## config.mk

```make
export PLATFORM = sky130hd
export DESIGN_NAME = mult_arbiter
export DESIGN_NICKNAME = d
export VERILOG_FILES = /design/src/rtl/mult_arbiter.sv
export SDC_FILE = /design/constraint.sdc
export NUM_CORES = 1
export LEC_CHECK = 0
export BUFFER_PORTS_ARGS = -buffer_cell sky130_fd_sc_hd__buf_2
export CORE_AREA = 4 4 154 156
export DETAILED_ROUTE_END_ITERATION = 8
export DIE_AREA = 0 0 158 160
export PLACE_DENSITY = 0.69
export SYNTH_ARGS = -nofsm -noshare
export SYNTH_HDL_FRONTEND = slang
export SYNTH_SLANG_ARGS = --single-unit
```

## constraint.sdc

```tcl
create_clock -name clk -period 1.7 [get_ports clk]
set_input_delay 0.34 -clock clk [delete_from_list [all_inputs] [get_ports clk]]
set_output_delay 0.34 -clock clk [all_outputs]
set_load 0.1 [all_outputs]
```

## src/rtl/mult_arbiter.sv

```systemverilog
// Round-robin arbiter sharing one iterative multiplier between two valid/ready clients.
// Optional BUSY watchdog compiled in with `define MULT_ARB_TIMEOUT_EN (limit set by TIMEOUT).
module mult_arbiter #(
    parameter int TIMEOUT = 64
) (
    input  logic        clk,
    input  logic        resetn,
    input  logic        req0_valid,
    output logic        req0_ready,
    input  logic [31:0] req0_op1,
    input  logic [31:0] req0_op2,
    input  logic        req1_valid,
    output logic        req1_ready,
    input  logic [31:0] req1_op1,
    input  logic [31:0] req1_op2,
    output logic        rsp0_valid,
    input  logic        rsp0_ready,
    output logic [63:0] rsp0_product,
    output logic        rsp0_overflow,
    output logic        rsp0_err,
    output logic        rsp1_valid,
    input  logic        rsp1_ready,
    output logic [63:0] rsp1_product,
    output logic        rsp1_overflow,
    output logic        rsp1_err,
    output logic        mult_begin,
    output logic [31:0] mult_op1,
    output logic [31:0] mult_op2,
    input  logic [63:0] product,
    input  logic        mult_end,
    input  logic        overflow,
    output logic [1:0]  state_dbg
);

    // Handshakes: a transfer happens on the rising edge where valid & ready are both high.
    // reqN_ready depends combinationally on the valids; rspN_valid is registered and
    // holds with its payload until the consumer raises rspN_ready.

    typedef enum logic [1:0] {
        IDLE = 2'd0,
        BUSY = 2'd1,
        RESP = 2'd2
    } state_t;

    state_t state, state_nxt;
    logic   ptr;       // 0 favours req0 when both are valid
    logic   gnt_id;    // requester owning the operation in flight
    logic   grant;
    logic   accept;
    logic   done;
    logic   timed_out;
    logic   rsp_hs;

    if (TIMEOUT < 2) begin : g_timeout_check
        $error("mult_arbiter: TIMEOUT must be >= 2");
    end

    assign grant      = (req0_valid & req1_valid) ? ptr : req1_valid;
    assign accept     = (state == IDLE) & (req0_valid | req1_valid);
    assign req0_ready = accept & ~grant;
    assign req1_ready = accept & grant;
    assign rsp_hs     = gnt_id ? (rsp1_valid & rsp1_ready) : (rsp0_valid & rsp0_ready);
    assign done       = (state == BUSY) & (mult_end | timed_out);
    assign state_dbg  = state;

`ifdef MULT_ARB_TIMEOUT_EN
    localparam int CW = $clog2(TIMEOUT + 1);
    logic [CW-1:0] busy_cnt;

    always_ff @(posedge clk or negedge resetn) begin
        if (!resetn) begin
            busy_cnt <= '0;
        end else if (accept) begin
            busy_cnt <= '0;
        end else if (state == BUSY && !mult_end) begin
            busy_cnt <= busy_cnt + CW'(1);
        end
    end

    // mult_end on the expiry edge takes priority over the abort
    assign timed_out = (state == BUSY) & ~mult_end & (busy_cnt == CW'(TIMEOUT - 1));

    always_ff @(posedge clk or negedge resetn) begin
        if (!resetn) begin
            rsp0_err <= 1'b0;
            rsp1_err <= 1'b0;
        end else if (done) begin
            if (gnt_id) rsp1_err <= ~mult_end;
            else        rsp0_err <= ~mult_end;
        end
    end
`else
    assign timed_out = 1'b0;
    assign rsp0_err  = 1'b0;
    assign rsp1_err  = 1'b0;
`endif

    always_ff @(posedge clk or negedge resetn) begin
        if (!resetn) state <= IDLE;
        else         state <= state_nxt;
    end

    always_comb begin
        state_nxt = state;
        case (state)
            IDLE:    if (accept) state_nxt = BUSY;
            BUSY:    if (done)   state_nxt = RESP;
            RESP:    if (rsp_hs) state_nxt = IDLE;
            default: state_nxt = IDLE;
        endcase
    end

    always_ff @(posedge clk or negedge resetn) begin
        if (!resetn) begin
            ptr           <= 1'b0;
            gnt_id        <= 1'b0;
            mult_begin    <= 1'b0;
            mult_op1      <= '0;
            mult_op2      <= '0;
            rsp0_valid    <= 1'b0;
            rsp0_product  <= '0;
            rsp0_overflow <= 1'b0;
            rsp1_valid    <= 1'b0;
            rsp1_product  <= '0;
            rsp1_overflow <= 1'b0;
        end else begin
            if (accept) begin
                mult_op1   <= grant ? req1_op1 : req0_op1;
                mult_op2   <= grant ? req1_op2 : req0_op2;
                gnt_id     <= grant;
                ptr        <= ~grant;
                mult_begin <= 1'b1;
            end
            if (done) begin
                mult_begin <= 1'b0;
                // An aborted operation returns a zero payload
                if (gnt_id) begin
                    rsp1_valid    <= 1'b1;
                    rsp1_product  <= mult_end ? product : 64'd0;
                    rsp1_overflow <= mult_end & overflow;
                end else begin
                    rsp0_valid    <= 1'b1;
                    rsp0_product  <= mult_end ? product : 64'd0;
                    rsp0_overflow <= mult_end & overflow;
                end
            end
            if (state == RESP && rsp_hs) begin
                if (gnt_id) rsp1_valid <= 1'b0;
                else        rsp0_valid <= 1'b0;
            end
        end
    end

endmodule

```

==> results.py <==
metrics = {
    "sta": {
        "hold_viol_final": 0,
        "final.min_clock_period_ps": 1880,
        "maxClockFrequency_ghz": 0.533,
        "slew_headroom_pct": 66.1,
        "finalSetupViolCount": 178,
        "worst_slew_pin_slew_ps": 509,
        "slew_violations": 0,
        "finalClockSkew_ps": 10.6,
        "grt_setup_unrepaired": "yes",
        "worst_slack_ps": -176,
        "final_clock_period_utilization_by_the_worst_path_pct": 110,
    },
    "floorplan": {
        "num_io_pins": 403,
        "fp.dieArea_sq_um": 25300,
        "start_util_pct": 36.8,
        "floorplan.die.width_um": 158,
        "fp.coreArea_sq_um": 22400,
        "core.rowCount": 55,
        "fp.dieH_um": 160,
    },
    "detailed_routing": {
        "route.vias.total": 6550,
        "drt-pass1-iter-count": 4,
        "routed_wirelength_mm": 28.0,
        "post_drt_wl_per_cell_um": 21.8,
        "drt_drc_violations_left": 0,
        "route.detailed.vias_per_inst": 5.10,
        "drt.antenna.violating_nets": 0,
        "drt_iter0_markers": 346,
    },
    "synthesis": {
        "synthSimpleGateAreaFrac_pct": 1.11,
        "synth_area_sq_um": 8220,
        "synth_cell_type_count": 24,
        "synth.yosys.warnings": 0,
        "yosysTopAreaCell": "dfrtp_1",
        "synth.yosys.seq_area_share_pct": 61.2,
        "top_cells_by_area_in_the_synthesized_netlist": "dfrtp_1, mux2_2, mux2_4, a221o_1, o21a_1",
        "synth_xor_xnor_area_share_pct": 0,
        "postSynthCellCount": 533,
        "yosys-mux-area-fraction_pct": 20.1,
        "synth_top_family_by_area": "multiplexers",
        "synth_fa_ha_area_share_pct": 0,
        "syn_avg_cell_area_sq_um": 15.4,
        "synth_top_area_share_pct": 61.2,
        "postSynthRegisterBits": 201,
        "synth-compound-area-share_pct": 14.4,
    },
    "setup_path": {
        "critical_path_depth": 3,
        "critical_path.n_buffers_inverters": 1,
        "worst-r2r-setup-slack_ps": -160,
        "setup.worst_path.end_class": "primary output",
        "setup.worst_path.class": "register to primary output",
        "critical-path-slowest-cell": "dfrtp_4",
        "max_stage_delay_ps": 500,
        "crit_path_start_kind": "register",
        "timing.critical_path.fanout_max": 3,
        "reg2regPathDepth": 5,
        "arrival_ps": 1540,
        "worst_ep_required_time_ps": 1360,
        "cp_top_family": "flip-flops",
        "crit_chain": "nor2_4 -> and3_4 -> buf_12",
    },
    "flow_run": {
        "maxCapViolations": 0,
    },
    "clocking": {
        "clock_tree_from_tritoncts": "built",
        "clock_insertion_delay_worst_skew_ps": 500,
        "ctsRootBufferMaster": "clkbuf_16",
        "clk_path_buf_depth": 3,
        "cts_sinks": 201,
        "numCtsBuffers": 23,
        "clock_tree.htree_level_count": 1,
        "cts.reportedPaths.clkPinSlew_ps": 60,
    },
    "placed_design": {
        "dp_hpwl_mm": 19.1,
        "post_dp_cell_area_sq_um": 11000,
        "routability_congestion": 0.825,
        "placement.io_buffers": 400,
        "placedCellCount": 1209,
    },
    "final_layout": {
        "final_design_area_no_fill_sq_um": 12500,
        "instances_no_fill": 1285,
        "final_nets": 1182,
        "share_of_final_layout_standard_cells_stronger_than_drive_strength_1_pct": 64.4,
        "area_delta_synth_final_pct": 51.8,
    },
    "status": {
        "run_status": "finished with violations",
        "violated_checks": "negative setup slack",
    },
    "grt": {
        "grt_pass1_vias": 6928,
        "grt_antenna_before_repair": 2,
        "gr-total-overflow": 0,
        "maximum_number_of_pins_on_one_net_before_global_route_repair": 65,
        "grtUsageTotal_pct": 19.5,
        "grt_first_pass_wirelength_mm": 39.6,
    },
    "hold_path": {
        "hold_path_class": "input pin to register",
        "worst_hold_path.num_cells": 2,
    },
}
## final timing paths
check | startpoint | end
worst min register to register | mult_begin | mult_begin
worst min-delay path | req0_op2[16] | mult_op2[16]
max in group asynchronous | resetn | rsp0_product[54]
min in group asynchronous | resetn | rsp1_product[43]
worst max register to register | state_dbg[0] | mult_op1[18]
worst max-delay path | state_dbg[0] | req1_ready
## metal layers
metal / share of wire [%] / track usage, %
met5: 0.046 / 0
met4: 2.0 / 4.73
met3: 9.2 / 5.91
met2: 49 / 33.4
met1: 39 / 24.2
## worst register-to-register path, stage by stage (launching register included)
cell     delay (ps)
dfrtp_4         500
buf_4           170
or2_2           390
buf_12          200
o21a_1          220
a221o_1         260
## registers in the layout, indices dropped and copies added (netlist names), named ones only
signal         count
mult_begin         1
ptr                1
mult_op1          32
rsp1_overflow      1
gnt_id             1
rsp0_product      64
rsp0_overflow      1
rsp1_product      64
mult_op2          32
state_dbg          2
## metrics by stage
stage	hold slack (ps)	setup WS, ps	TNS [ps]	utilization, %
detailed placement	351	-11.8	-29.1	49.0
global placement	346	37.9	0	49.0
floorplan	44.4	-124	-11670	-
CTS	40.0	-208	-10590	53.7
global route	41.2	-232	-28740	55.8
finish	68.1	-176	-16870	55.8
## cells by family (layout without fill, tap and decap cells)
group / after synthesis / in the layout
AOI/OAI and AO/OA: 138 / 138
buffers and inverters: 45 / 508
DFF: 201 / 201
muxes: 130 / 130
other: 1 / 4
and+or+nand+nor: 18 / 19
## synthesized netlist by cell type
master,count
a21o_1,2
a21oi_1,2
a221o_1,64
a31o_2,1
a31oi_1,2
and3_1,3
buf_2,17
buf_4,7
buf_6,6
clkbuf_1,13
conb_1,1
dfrtp_1,201
inv_1,2
mux2_2,80
mux2_4,50
nand2_1,4
nand2b_1,1
nand3_1,1
nand3b_1,2
nor2_1,5
o21a_1,64
o21ai_0,2
o31ai_1,1
or2_1,2
## cell usage in the layout (no fill, tap or decap), drive strengths merged
cell type    netlist  layout
o21ai              2       2
a31oi              2       2
dlygate4sd3        0       1
mux2             130     130
a221o             64      64
buf               30     444
nand3              1       1
clkinv             0       3
clkinvlp           0       3
clkbuf            13      50
nand2b             1       1
bufinv             0       4
a31o               1       1
o31ai              1       1
dfrtp            201     201
a21oi              2       2
a21o               2       2
conb               1       2
nor2               5       5
diode              0       2
inv                2       3
nand3b             2       2
o21a              64      64
nand2              4       4
and3               3       3
or2                2       3
## layout make-up
cell class,count,area (sq um)
timing repair buffer,465,3040
tap,285,357
multi-input combinational,289,3220
inverter,2,7.51
sequential,201,5040
antenna,2,5.00
clock inverter,11,166
fill,1800,9890
clock buffer,30,642
## timing repair
action | 4_1_cts | 5_1_grt
gates resized for setup | 28 | 48
setup buffers | 9 | 9
hold buffers | 1 | 0
hold endpoints to repair | 43 | 0
endpoints found under the setup margin | 32 | 208
cloned | 2 | 12
pin swaps | 24 | 4
Power is left out: the tool's default activity adds up to more than one toggle a clock period on the data nets, which glitch-free logic cannot reach.
